`config.mk`:
```
export PLATFORM = sky130hd
export DESIGN_NAME = package_encoder_flat
export DESIGN_NICKNAME = d
export VERILOG_FILES = /design/src/rtl/package_encoder_pkg.sv /design/src/rtl/package_encoder_if.sv /design/src/rtl/package_encoder_header_packer.sv /design/src/rtl/package_encoder.sv /design/src/flat_wrapper.sv
export SDC_FILE = /design/constraint.sdc
export NUM_CORES = 1
export LEC_CHECK = 0
export CORE_MARGIN = 2
export CORE_UTILIZATION = 55
export CTS_CLUSTER_DIAMETER = 200
export DETAILED_ROUTE_END_ITERATION = 7
export MAX_ROUTING_LAYER = met4
export PLACE_DENSITY = 0.85
export SLEW_MARGIN = 15
export SYNTH_ARGS = -nofsm -noshare
export SYNTH_HDL_FRONTEND = slang
export SYNTH_SLANG_ARGS = --single-unit
```
`constraint.sdc`:
```
create_clock -name clk -period 5.85 [get_ports clk]
set_clock_uncertainty 0.05 [all_clocks]
set_input_delay 0.585 -clock clk [delete_from_list [all_inputs] [get_ports clk]]
set_output_delay 0.585 -clock clk [all_outputs]
set_load 0.02 [all_outputs]
```
`src/rtl/package_encoder_pkg.sv`:
```
`default_nettype none
// ============================================================================
//  Module      : ofc_pkg_defs (package)
//  Description : Shared constants, FSM encoding and header field bundle for
//                the OFC package stream transmit framer.
//  Revision    : 1.0 - initial release
// ============================================================================
package ofc_pkg_defs;

    localparam logic [15:0] COMMA_WORD = 16'h50BC;
    localparam logic [1:0]  TAG_HDR    = 2'b11;
    localparam logic [1:0]  TAG_ENE    = 2'b10;
    localparam logic [1:0]  TAG_TRL    = 2'b01;
    localparam int          N_HEADER   = 6;
    localparam logic [13:0] ENE_FILL   = 14'h3FFF;

    // Each state names the kind of word currently held on tx_data.
    typedef enum logic [1:0] {
        ST_IDLE = 2'd0,
        ST_HDR  = 2'd1,
        ST_ENE  = 2'd2,
        ST_TRL  = 2'd3
    } state_t;

    // Header fields captured when a package request is accepted.
    typedef struct packed {
        logic [28:0] ts;
        logic [8:0]  spill;
        logic [4:0]  slot;
        logic [13:0] evt;
    } hdr_fields_t;

endpackage
`default_nettype wire

```
`src/rtl/package_encoder_if.sv`:
```
`default_nettype none
// ============================================================================
//  Module      : package_encoder_if
//  Description : Request, energy-sample and transmit-word bundle of the OFC
//                package framer. master = request/sample source, slave = framer.
//  Revision    : 1.0 - initial release
// ============================================================================
interface package_encoder_if;
    logic        pkg_valid;
    logic        pkg_ready;
    logic [28:0] timestamp;
    logic [8:0]  spillno;
    logic [4:0]  slotno;
    logic [13:0] evtno;
    logic [13:0] ene_data;
    logic        ene_valid;
    logic        ene_ready;
    logic [15:0] tx_data;
    logic        tx_frame;
    logic        tx_done;
    logic        ene_underflow;

    modport master (
        output pkg_valid, timestamp, spillno, slotno, evtno, ene_data, ene_valid,
        input  pkg_ready, ene_ready, tx_data, tx_frame, tx_done, ene_underflow
    );

    modport slave (
        input  pkg_valid, timestamp, spillno, slotno, evtno, ene_data, ene_valid,
        output pkg_ready, ene_ready, tx_data, tx_frame, tx_done, ene_underflow
    );
endinterface
`default_nettype wire

```
`src/rtl/package_encoder_header_packer.sv`:
```
`default_nettype none
// ============================================================================
//  Module      : header_packer
//  Description : Combinational header word formatter: captured header fields
//                plus word index (0..5) -> 16-bit tagged header word.
//  Revision    : 1.0 - initial release
// ============================================================================
module header_packer
    import ofc_pkg_defs::*;
#(
    parameter int PACKAGE_LENGTH = 1036
) (
    input  hdr_fields_t fields_i,
    input  logic [2:0]  idx_i,
    output logic [15:0] word_o
);

    localparam logic [15:0] PKG_LEN = 16'(PACKAGE_LENGTH);

    // Select the header word layout for the requested index.
    always_comb begin
        word_o = {TAG_HDR, 14'h0};
        case (idx_i)
            3'd0:    word_o = {TAG_HDR, 6'b0, PKG_LEN[15:8]};
            3'd1:    word_o = {TAG_HDR, 1'b0, fields_i.ts[28], 4'b0, PKG_LEN[7:0]};
            3'd2:    word_o = {TAG_HDR, fields_i.ts[27:14]};
            3'd3:    word_o = {TAG_HDR, fields_i.ts[13:0]};
            3'd4:    word_o = {TAG_HDR, fields_i.spill[7:0], fields_i.spill[8], fields_i.slot};
            3'd5:    word_o = {TAG_HDR, fields_i.evt};
            default: word_o = {TAG_HDR, 14'h0};
        endcase
    end

endmodule
`default_nettype wire

```
`src/rtl/package_encoder.sv`:
```
`default_nettype none
// ============================================================================
//  Module      : package_encoder
//  Description : OFC transmit framer. Emits one 16-bit word per clock: comma
//                idle words (50BC) between packages, and per accepted request
//                6 header words, N_ENERGY energy words and N_TRAILER trailer
//                words. Packages never stall; missing samples become fill.
//                Optional feature macro: OFC_TX_CHECKSUM_EN (XOR of energy
//                fields placed in trailer word 0).
//  Revision    : 1.0 - initial release
// ============================================================================
module package_encoder
    import ofc_pkg_defs::*;
#(
    parameter int PACKAGE_LENGTH = 1036,
    parameter int N_ENERGY       = 1024,
    parameter int MIN_GAP        = 1
) (
    input  logic             clk,
    input  logic             live_rising,
    package_encoder_if.slave bus
);

    localparam int N_TRAILER = PACKAGE_LENGTH - N_HEADER - N_ENERGY;
    localparam int CNT_W     = $clog2(PACKAGE_LENGTH + 1);
    localparam int GAP_W     = $clog2(MIN_GAP + 1);

    localparam logic [CNT_W-1:0] HDR_LAST = CNT_W'(N_HEADER - 1);
    localparam logic [CNT_W-1:0] ENE_LAST = CNT_W'(N_ENERGY - 1);
    localparam logic [CNT_W-1:0] TRL_LAST = CNT_W'(N_TRAILER - 1);
    localparam logic [GAP_W-1:0] GAP_SAT  = GAP_W'(MIN_GAP);

    generate
        if (N_TRAILER < 1) begin : g_bad_trailer
            $error("package_encoder: PACKAGE_LENGTH leaves no room for a trailer word");
        end
        if (MIN_GAP < 1) begin : g_bad_gap
            $error("package_encoder: MIN_GAP must be at least 1");
        end
    endgenerate

    state_t           state_q, state_d;
    logic [CNT_W-1:0] cnt_q, cnt_d;
    logic [GAP_W-1:0] gap_q, gap_d;
    hdr_fields_t      fields_q, fields_d;
    logic [15:0]      tx_data_q, tx_data_d;
    logic             tx_frame_q, tx_frame_d;
    logic             tx_done_q, tx_done_d;
    logic             und_q, und_d;
    logic             pkg_ready_q, pkg_ready_d;
    logic             ene_ready_q, ene_ready_d;

    logic             w_accept;
    logic             w_ene_emit;
    logic [13:0]      w_ene_field;
    logic [15:0]      w_ene_word;
    logic [15:0]      w_trl0_word;
    hdr_fields_t      w_hdr_fields;
    logic [2:0]       w_hdr_idx;
    logic [15:0]      w_hdr_word;

    assign w_accept    = bus.pkg_valid && pkg_ready_q;
    assign w_ene_field = bus.ene_valid ? bus.ene_data : ENE_FILL;
    assign w_ene_word  = {TAG_ENE, w_ene_field};

    // Header word source: live inputs for word 0 at accept, captured fields after.
    always_comb begin
        w_hdr_fields = fields_q;
        w_hdr_idx    = cnt_q[2:0] + 3'd1;
        if (state_q == ST_IDLE) begin
            w_hdr_fields = '{ts: bus.timestamp, spill: bus.spillno,
                             slot: bus.slotno, evt: bus.evtno};
            w_hdr_idx    = 3'd0;
        end
    end

    header_packer #(
        .PACKAGE_LENGTH (PACKAGE_LENGTH)
    ) u_header_packer (
        .fields_i (w_hdr_fields),
        .idx_i    (w_hdr_idx),
        .word_o   (w_hdr_word)
    );

`ifdef OFC_TX_CHECKSUM_EN
    logic [13:0] xor_q, xor_d;

    // Running XOR over every energy field sent, restarted at each accept.
    always_comb begin
        xor_d = xor_q;
        if (w_accept) begin
            xor_d = '0;
        end else if (w_ene_emit) begin
            xor_d = xor_q ^ w_ene_field;
        end
    end

    // Checksum accumulator register.
    always_ff @(posedge clk) begin
        if (live_rising) begin
            xor_q <= '0;
        end else begin
            xor_q <= xor_d;
        end
    end

    assign w_trl0_word = {TAG_TRL, xor_q};
`else
    assign w_trl0_word = {TAG_TRL, 14'h0};
`endif

    // Next word selection, FSM transitions and registered output decode.
    always_comb begin
        state_d    = state_q;
        cnt_d      = cnt_q;
        gap_d      = gap_q;
        fields_d   = fields_q;
        und_d      = und_q;
        tx_data_d  = COMMA_WORD;
        w_ene_emit = 1'b0;

        case (state_q)
            ST_IDLE: begin
                if (w_accept) begin
                    state_d   = ST_HDR;
                    cnt_d     = '0;
                    gap_d     = '0;
                    fields_d  = w_hdr_fields;
                    und_d     = 1'b0;
                    tx_data_d = w_hdr_word;
                end else if (gap_q < GAP_SAT) begin
                    gap_d = gap_q + 1'b1;
                end
            end
            ST_HDR: begin
                if (cnt_q == HDR_LAST) begin
                    state_d    = ST_ENE;
                    cnt_d      = '0;
                    tx_data_d  = w_ene_word;
                    w_ene_emit = 1'b1;
                end else begin
                    cnt_d     = cnt_q + 1'b1;
                    tx_data_d = w_hdr_word;
                end
            end
            ST_ENE: begin
                if (cnt_q == ENE_LAST) begin
                    state_d   = ST_TRL;
                    cnt_d     = '0;
                    tx_data_d = w_trl0_word;
                end else begin
                    cnt_d      = cnt_q + 1'b1;
                    tx_data_d  = w_ene_word;
                    w_ene_emit = 1'b1;
                end
            end
            ST_TRL: begin
                if (cnt_q == TRL_LAST) begin
                    // The comma emitted here is the first gap word.
                    state_d = ST_IDLE;
                    cnt_d   = '0;
                    gap_d   = GAP_W'(1);
                end else begin
                    cnt_d     = cnt_q + 1'b1;
                    tx_data_d = {TAG_TRL, 14'h0};
                end
            end
            default: begin
                state_d = ST_IDLE;
                cnt_d   = '0;
            end
        endcase

        if (w_ene_emit && !bus.ene_valid) begin
            und_d = 1'b1;
        end

        tx_frame_d  = (state_d != ST_IDLE);
        tx_done_d   = (state_d == ST_TRL) && (cnt_d == TRL_LAST);
        ene_ready_d = ((state_d == ST_HDR) && (cnt_d == HDR_LAST)) ||
                      ((state_d == ST_ENE) && (cnt_d != ENE_LAST));
        pkg_ready_d = (state_d == ST_IDLE) && (gap_d >= GAP_SAT);
    end

    // State and output registers; reset abandons any package in flight.
    always_ff @(posedge clk) begin
        if (live_rising) begin
            state_q     <= ST_IDLE;
            cnt_q       <= '0;
            gap_q       <= GAP_SAT;
            fields_q    <= '0;
            tx_data_q   <= COMMA_WORD;
            tx_frame_q  <= 1'b0;
            tx_done_q   <= 1'b0;
            und_q       <= 1'b0;
            pkg_ready_q <= 1'b0;
            ene_ready_q <= 1'b0;
        end else begin
            state_q     <= state_d;
            cnt_q       <= cnt_d;
            gap_q       <= gap_d;
            fields_q    <= fields_d;
            tx_data_q   <= tx_data_d;
            tx_frame_q  <= tx_frame_d;
            tx_done_q   <= tx_done_d;
            und_q       <= und_d;
            pkg_ready_q <= pkg_ready_d;
            ene_ready_q <= ene_ready_d;
        end
    end

    assign bus.tx_data       = tx_data_q;
    assign bus.tx_frame      = tx_frame_q;
    assign bus.tx_done       = tx_done_q;
    assign bus.ene_underflow = und_q;
    assign bus.pkg_ready     = pkg_ready_q;
    assign bus.ene_ready     = ene_ready_q;

endmodule
`default_nettype wire
```
`src/flat_wrapper.sv`:
```
// flat-port wrapper written by rule: the top's interface ports become plain ports
module package_encoder_flat import ofc_pkg_defs::*;
#(
    parameter int PACKAGE_LENGTH = 1036,
    parameter int N_ENERGY       = 1024,
    parameter int MIN_GAP        = 1
)
  (clk, live_rising, bus_pkg_valid, bus_timestamp, bus_spillno, bus_slotno, bus_evtno, bus_ene_data, bus_ene_valid, bus_pkg_ready, bus_ene_ready, bus_tx_data, bus_tx_frame, bus_tx_done, bus_ene_underflow);
  package_encoder_if bus_i ();
  input  logic clk;
  input  logic live_rising;
  input wire logic [$bits(bus_i.pkg_valid)-1:0] bus_pkg_valid;
  input wire logic [$bits(bus_i.timestamp)-1:0] bus_timestamp;
  input wire logic [$bits(bus_i.spillno)-1:0] bus_spillno;
  input wire logic [$bits(bus_i.slotno)-1:0] bus_slotno;
  input wire logic [$bits(bus_i.evtno)-1:0] bus_evtno;
  input wire logic [$bits(bus_i.ene_data)-1:0] bus_ene_data;
  input wire logic [$bits(bus_i.ene_valid)-1:0] bus_ene_valid;
  output wire logic [$bits(bus_i.pkg_ready)-1:0] bus_pkg_ready;
  output wire logic [$bits(bus_i.ene_ready)-1:0] bus_ene_ready;
  output wire logic [$bits(bus_i.tx_data)-1:0] bus_tx_data;
  output wire logic [$bits(bus_i.tx_frame)-1:0] bus_tx_frame;
  output wire logic [$bits(bus_i.tx_done)-1:0] bus_tx_done;
  output wire logic [$bits(bus_i.ene_underflow)-1:0] bus_ene_underflow;
  assign bus_i.pkg_valid = bus_pkg_valid;
  assign bus_i.timestamp = bus_timestamp;
  assign bus_i.spillno = bus_spillno;
  assign bus_i.slotno = bus_slotno;
  assign bus_i.evtno = bus_evtno;
  assign bus_i.ene_data = bus_ene_data;
  assign bus_i.ene_valid = bus_ene_valid;
  assign bus_pkg_ready = bus_i.pkg_ready;
  assign bus_ene_ready = bus_i.ene_ready;
  assign bus_tx_data = bus_i.tx_data;
  assign bus_tx_frame = bus_i.tx_frame;
  assign bus_tx_done = bus_i.tx_done;
  assign bus_ene_underflow = bus_i.ene_underflow;
  package_encoder #(.PACKAGE_LENGTH(PACKAGE_LENGTH), .N_ENERGY(N_ENERGY), .MIN_GAP(MIN_GAP)) u_core (.clk(clk), .live_rising(live_rising), .bus(bus_i));
endmodule
```
After elaboration in Yosys (flattened, before gate mapping)
Cells that the tools add are included.

Input bits: 75. Logic and storage cells: 78. Flip-flop bits (word level): 92. Output and inout port bits: 21.

Reduce and logical (&&, ||, !) cells: 17. Equal/unequal tests: 15. Mux-type cells: 28. Add/sub/neg operators: 3. Magnitude comparators: 2.

Operators with widths (number): one-hot mux 14 bit (6 select lines) (1); one-hot mux 16 bit (4 select lines) (1); 2-to-1 mux 57 bit (1); 2-to-1 mux 11 bit (3); one-hot mux 11 bit (3 select lines) (1); 2-to-1 mux 16 bit (2); == test 11 x 3 -> 1 bit (second input constant) (2); 2-to-1 mux 15 bit (1); 2-to-1 mux 14 bit (1); 2-to-1 mux 13 bit (1); adder 11 x 1 -> 11 bit (second input constant) (1); == test 11 x 10 -> 1 bit (second input constant) (1); inequality test 11 x 10 -> 1 bit (second input constant) (1); == test 2 bit (second input constant) (4); 2-to-1 mux 1 bit (8); 2-to-1 mux 2 bit (4); one-hot mux 2 bit (4 select lines) (1); == test 3 x 2 -> 1 bit (second input constant) (2); == test 3 bit (second input constant) (2); logical AND 1 bit (6); nonzero test 2 bit (3); == test 2 x 1 -> 1 bit (second input constant) (2); logical NOT 2 bit (2); one-hot mux 1 bit (2 select lines) (2); 11 further kinds (12).

Depth between registers and ports, before layout
Word-level depth: 6. Mapped depth: 10. Depth with buffers taken out: 9.

Cells and area by module
From an unflattened synthesis, not the netlist that was laid out.

Cells, all modules: 658. Area total of the unflattened synthesis: 5268.8 um^2.

By module, submodules not included: package_encoder (seq. area each 1841.8 um^2, times used 1, cells an instance 599, area each 4794.6 um^2); header_packer (seq. area each 0.0 um^2, times used 1, cells an instance 59, area each 474.2 um^2).

Worst setup path after synthesis
Ideal clock, no wire load.

Path type: register -> register. Start: register u_core.state_q[0]. End: register u_core.ene_ready_q (netlist: u_core.bus.ene_ready). Period minus slack after synthesis: 2.455 ns. Buffers on the path: 0. Arrival time: 2.338 ns. Cell stages (with the launch flop): 10. Path slack: 3.395 ns. Cell sequence: dfxtp_1 -> inv_1 -> ha_1 -> a21boi_1 -> o311a_2 -> nor4_1 -> a21oi_1 -> or4b_4 -> nand4b_4 -> a21oi_2.

Word-level cells in the longest chain between the ends: 6. Elaborated cells between the ends (all ways): 18.

RTL lines: start, declared (RTL line package_encoder.sv:42) `state_t state_q, state_d;`; start signal, assigned (RTL line package_encoder.sv:199) `state_q <= state_d;`; == test 2 x 1 -> 1 bit or == test 2 bit (tied branches) (RTL line package_encoder.sv:122) `case (state_q)`; OR reduction 2 bit (no source line); one-hot mux 11 bit (3 select lines) (RTL line package_encoder.sv:122); == test 11 x 3 -> 1 bit or inequality test 11 x 10 -> 1 bit (tied branches) (RTL line package_encoder.sv:180, package_encoder.sv:181); logical AND 1 bit (on tied branches) (RTL line package_encoder.sv:180, package_encoder.sv:181); logical OR 1 bit * (RTL line package_encoder.sv:180) `ene_ready_d = ((state_d == ST_HDR) && (cnt_d == HDR_LAST)) ||`; end signal, assigned (RTL line package_encoder.sv:208) `ene_ready_q <= ene_ready_d;`; end, declared (RTL line package_encoder.sv:51) `logic ene_ready_q, ene_ready_d;`.

Mark *: on every way between the ends. The rest lies on a longest branch, timed or not. A chain may end at the register's enable or synchronous reset.

Worst setup path after layout
Ends and elaborated chain as after synthesis.

==> impl_results.md <==
* CTS clock-pin slew for the worst setup and hold paths at 0.09 ns
* Die Area at 0.00867 mm2
* Hold slack at 0.407 ns
* RSZ-0062 raised after global routing: false
* Synthesized-area fraction occupied by and/or/nand/nor cells at 0.229
* Final min period at 3.12 ns
* Design Area, Final at 0.00554 mm2
* Most common cell in the netlist: nand2_1
* Synthesized netlist cell count at 557
* H-Tree Level Count at 3
* Synth Net Count at 638
* Metal2 WL at 5600 um
* Area after DPL at 0.00532 mm2
* XOR/XNOR Fraction of Synth Area at 0.0100
* Total number of vias at 4297
* Grt total ovfl at 0
* Synth unique cells at 71
* Leak at 1.84 nW
* CP Data Required Time at 6.09 ns
* # resized after CTS at 0
* First-pass GRT wire length at 20400 um
* Residual DRC at 0
* Least-Margin Pin Slew at 1.05 ns
* Drt first-iter violations at 350
* Post-DP HPWL at 8620 um
* Post-CTS setup buffers at 0
* Metal-1 WL at 5910 um
* Number of global-route vias before repair at 4029
* #FFs+latches synth at 92
* Layout cells sized above 1 at 0.0680
* First-pass DRT Iterations at 5
* Crit start category: register
* Clock Latency Late Sink at 0.36 ns
* Mux cell area share after synthesis at 0.0160
* Endpoints failing setup at 0
* Tcrit/Tclk final at 0.534
* Largest net degree at the start of global routing at 83
* ANT nets after route at 0
* Routed WL at 12500 um
* CTS Sinks at 92
* PwrDens at 293 mW/mm2
* Total GRT Usage at 0.304
* Setup WS pre-CTS at 2.74 ns
* Commonest cells in the netlist: 142 x nand2_1, 92 x dfxtp_1, 90 x a21oi_1
* Routability Congestion at 0.881
* IO Count at 96
* Main combinational cell family by area after synthesis: compound AO/OA/AOI/OAI gates
* Worst Setup Slack, final at 2.73 ns
* Fmax at 0.320 GHz
* Wire length per cell at 17.0 um
* Register area share after synthesis at 0.422
* EDFF count, synth at 0
* VDD IR max at 0.166 mV
* Setup_tns at 0 ns
* Total CTS buffers at 9
* Synth area leaders: dfxtp_1 42%, nand2_1 12%, a21oi_1 10%
* Post-Synth Adder-Cell Area at 0.0172
* Syn Area/Cell at 7.84 um2
* CTS hold repair buffers at 0
* # rows at 32
* Fraction of registers with async set/reset at 0
* Hold crit path type: reg2reg
* Area Overhead vs Synth at 26.8%
* Relative slew slack at 0.291
* Synth Area in Compound Gates at 0.260
* Die X at 93.1 um
* Uppermost layer routed: met4
* Yosys warning count at 0
* N_diodes at 0
* Outcome: finished, final reports clean
* Crit Path Max Fanout at 20
* Initial antenna violation count at 0
* Met3 WL at 801 um
* Die Ht at 93.1 um
* Nets@finish at 709
* Max Cap Viol at 0
* Final Hold Fails at 0
* Synthesized area at 0.00437 mm2
* Synth area leader: dfxtp_1
* Clock tree buffer depth at 2
* Port buffer count at 95
* Primary FF master, synth: dfxtp_1
* Root Driver: clkbuf_8
* # fillers at 613
* Core Region at 0.00773 mm2
* CTS tree: yes
* CP endpoint kind: register
* Crit Path Class: reg2reg
* Routed vias/inst at 5.85
* Final Max Slew Viols at 0
* Worst path arrival time at 3.36 ns
* Initial Utilization at 0.565
* Share of the synthesized area in the top cell type at 0.422
-- registers in the layout (all words and copies together) (netlist names), 2 cells and up --
| signal | cells |
|---|---|
| u_core.state_q | 2 |
| u_core.fields_q | 57 |
| u_core.cnt_q | 11 |
| u_core.bus.tx_data | 16 |
-- metrics by stage --
| stage | instances | util | power (mW) |
|---|---|---|---|
| floorplan | 557 | - | 1.03 |
| global placement | 718 | 0.688 | 1.18 |
| detailed placement | 718 | 0.688 | 1.19 |
| CTS | 733 | 0.713 | 1.61 |
| global route | 734 | 0.716 | 1.71 |
| finish | 734 | 0.716 | 1.62 |
-- kinds of logic (layout without fill, tap and decap cells) --
kind of cell,count (synthesis),in the layout
simple gates,218,218
compound gates,180,180
flops,92,92
buf+inv,49,124
mux,7,7
fa+ha+maj,6,6
xor+xnor,5,5
-- area by class of cell --
type	instances	area, um2	share of cell area
Inverter	9	33.8	0.00610
Clock inverter	6	68.8	0.0124
Tap cell	102	128	0.0231
Timing Repair Buffer	100	1000	0.181
Sequential cell	92	1840	0.333
Clock buffer	9	124	0.0224
Multi-Input combinational cell	416	2340	0.422
-- worst max-delay path, cell delays in order, from the launching register on --
cell and delay, ns:
dfxtp_1 0.38, inv_1 0.09, ha_1 0.46, a21boi_1 0.24, buf_4 0.21, o311a_2 0.39, nor4_1 0.27, a21oi_1 0.11
or4b_4 0.53, nand4b_4 0.18, a21oi_2 0.14
-- power by group --
| part | switching [mW] | internal, mW | total (mW) | leakage [nW] |
|---|---|---|---|---|
| registers | 0.0375 | 0.698 | 0.735 | 0.747 |
| logic | 0.268 | 0.190 | 0.457 | 0.996 |
| clock network | 0.231 | 0.199 | 0.430 | 0.0965 |
-- placed cells by master (no fill, tap or decap), drive strengths merged, types with 7 or more instances in the layout --
master / Yosys / final
a21oi: 92 / 92
a22oi: 11 / 11
clkbuf: 31 / 9
clkdlybuf4s50: 0 / 94
dfxtp: 92 / 92
inv: 9 / 12
mux2i: 7 / 7
nand2: 143 / 143
nand3: 9 / 9
nor2: 26 / 26
nor3: 9 / 9
o21ai: 25 / 25
o22ai: 7 / 7
-- worst paths after layout --
check | to | startpoint | slack, ns | cells past startpoint
hold reg to reg | u_core.fields_q[45]$_SDFFE_PP0P_ | u_core.fields_q[45]$_SDFFE_PP0P_ | 0.41 | 2
setup / recovery | u_core.bus.ene_ready$_SDFF_PP0_ | u_core.state_q[0]$_SDFF_PP0_ | 2.73 | 10
setup reg to reg | u_core.bus.ene_ready$_SDFF_PP0_ | u_core.state_q[0]$_SDFF_PP0_ | 2.73 | 10
hold / removal | u_core.fields_q[45]$_SDFFE_PP0P_ | u_core.fields_q[45]$_SDFFE_PP0P_ | 0.41 | 2
-- layer usage --
metal  GRT usage  vias to the layer above
li1            -                     2097
met1       0.443                     2011
met2       0.455                      175
met3      0.0363                       14
met4      0.0699                        0
met5           -                        -
Note: power is estimated with default switching activity, not from simulation.
==> edit, RTL diff (same flow settings) <==
The option `OFC_TX_CHECKSUM_EN` is turned on by a define.
--- a/src/rtl/package_encoder.sv
+++ b/src/rtl/package_encoder.sv
@@ -9,6 +9,8 @@
 //                fields placed in trailer word 0).
 //  Revision    : 1.0 - initial release
 // ============================================================================
+`define OFC_TX_CHECKSUM_EN
+
 module package_encoder
     import ofc_pkg_defs::*;
 #(
Function: same outputs for any inputs over 10 cycles, from zero or initial values; that may be too few to reach the edited logic, so the function may still have changed.
==> edit against the original RTL <==
  * Area after synthesis rose by 21%
  * First-iteration DRC count increased by 29%
  * Cell area rose by 14%
  * Sequential cell count rose by 14
  * Critical path depth shrank 3
  * Wire length increased by 8.4%
  * Setup slack got worse by 0.28 ns
  * Cell count rose by 17%
  * Power decreased by 4.2%
  * Sequential share of layout area up 0.25 points
  * Combinational power down 38%
  * Critical endpoint is now u_core.xor_q[12]$_SDFFE_PP0N_
  * Largest cell class unchanged
  * Highest routed layer unchanged
==> edit: results (changes against the original RTL) <==
* Reg-to-reg slack, setup at 2.44 ns (was 2.73 ns)
* Number of sinks handled by clock tree synthesis at 106 (was 92)
* Worst supply voltage drop on vdd at 0.140 mV (was 0.166 mV)
* Wire length of the first global-routing pass at 21000 um (was 20400 um)
* Syn avg cell area at 7.88 um^2 (was 7.84 um^2)
* Number of vias in the routed layout at 4972 (was 4297)
* Number of fillers in the final layout at 764 (was 613)
* Placed wire-length estimate after detailed placement at 9350 um (was 8620 um)
* Vias in the first global route at 4220 (was 4029)
* Number of signal-net buffers in the layout at 99 (was 100)
* Clk network pwr share at 30.8% (was 26.5%)
* Multi-input gate count at 490 (was 416)
* Fraction of area in registers at 33.5% (was 33.3%)
* Net count, final at 808 (was 709)
* Post-synthesis cell type count at 74 (was 71)
* Proportion of cell area spent on the clock network at 3.34% (was 3.48%)
* Total routing resource utilization after global routing at 26.3% (was 30.4%)
* Start of the worst register-to-register path: u_core.cnt_q[0]$_SDFF_PP0_ (was u_core.state_q[0]$_SDFF_PP0_)
* Worst hold path endpoint: u_core.fields_q[29]$_SDFFE_PP0P_ (was u_core.fields_q[45]$_SDFFE_PP0P_)
* Cell with the biggest individual delay on the critical path: dfxtp_2 (was or4b_4)
* Multi-input gate area in the final layout at 2790 um^2 (was 2340 um^2)
* Worst hold path startpoint: u_core.fields_q[29]$_SDFFE_PP0P_ (was u_core.fields_q[45]$_SDFFE_PP0P_)
* Count of routing violations after the opening detailed-route iteration at 450 (was 350)
* Fraction of layout cells with a size suffix above 1 at 6.28% (was 6.80%)
* Synthesized Nets at 753 (was 638)
* Portion of the layout cell area used by non-clock buffers at 15.4% (was 18.1%)
* Net switching power at 460 uW (was 536 uW)
* # clk buffers at 10 (was 9)
* Number of cells after detailed placement at 845 (was 718)
* Peak clock frequency supported by timing at 294 MHz (was 320 MHz)
* Cell row count at 35 (was 32)
* Placement-stage cell area at 6120 um^2 (was 5320 um^2)
* Outcome: finished, final reports clean (unchanged)
* Worst EP arrival at 3.66 ns (was 3.36 ns)
edit: changes by cell type after synthesis, sizes merged, moves of 7 or more:
cell | before | now
o22ai | 7 | 14
a22oi | 11 | 3
o21ai | 25 | 33
a31oi | 3 | 10
and3 | 1 | 9
nor2 | 26 | 47
xnor2 | 3 | 15
buf | 9 | 20
inv | 9 | 21
dfxtp | 92 | 106
mux2i | 7 | 21
edit: worst max-delay path by stage:
stage | slack, ns | to | startpoint | cells after the start
floorplan | 3.64 | u_core.bus.ene_ready$_SDFF_PP0_ | u_core.state_q[0]$_SDFF_PP0_ | 9
global placement | 2.61 | u_core.xor_q[12]$_SDFFE_PP0N_ | u_core.cnt_q[0]$_SDFF_PP0_ | 7
detailed placement | 2.51 | u_core.xor_q[12]$_SDFFE_PP0N_ | u_core.cnt_q[0]$_SDFF_PP0_ | 7
CTS | 2.50 | u_core.xor_q[12]$_SDFFE_PP0N_ | u_core.cnt_q[0]$_SDFF_PP0_ | 7
global route | 2.16 | u_core.xor_q[12]$_SDFFE_PP0N_ | u_core.cnt_q[0]$_SDFF_PP0_ | 7
finish | 2.44 | u_core.xor_q[12]$_SDFFE_PP0N_ | u_core.cnt_q[0]$_SDFF_PP0_ | 7
edit: metal layers:
metal	GRT usage, %	part of all wire [%]
met5	-	0
met4	8.51	1.7
met3	3.42	8.1
met2	38.1	45
met1	38.0	45
edit: logic make-up (layout without fill, tap and decap cells):
group	Yosys count	count (layout)	share of synthesized area (%)
simple gates	254	254	21.8
buf+inv	76	136	7.40
flops	106	106	40.1
fa+ha+maj	6	6	1.42
xor+xnor	15	15	2.48
compound gates	193	193	22.4
mux	22	22	4.40
edit: worst min-delay path, delay by kind of cell (launching register included):
family           cells  cell delay [ns]
flip-flops           1             0.32
AND/OR/NAND/NOR      1             0.05
AO/OA/AOI/OAI        1             0.05
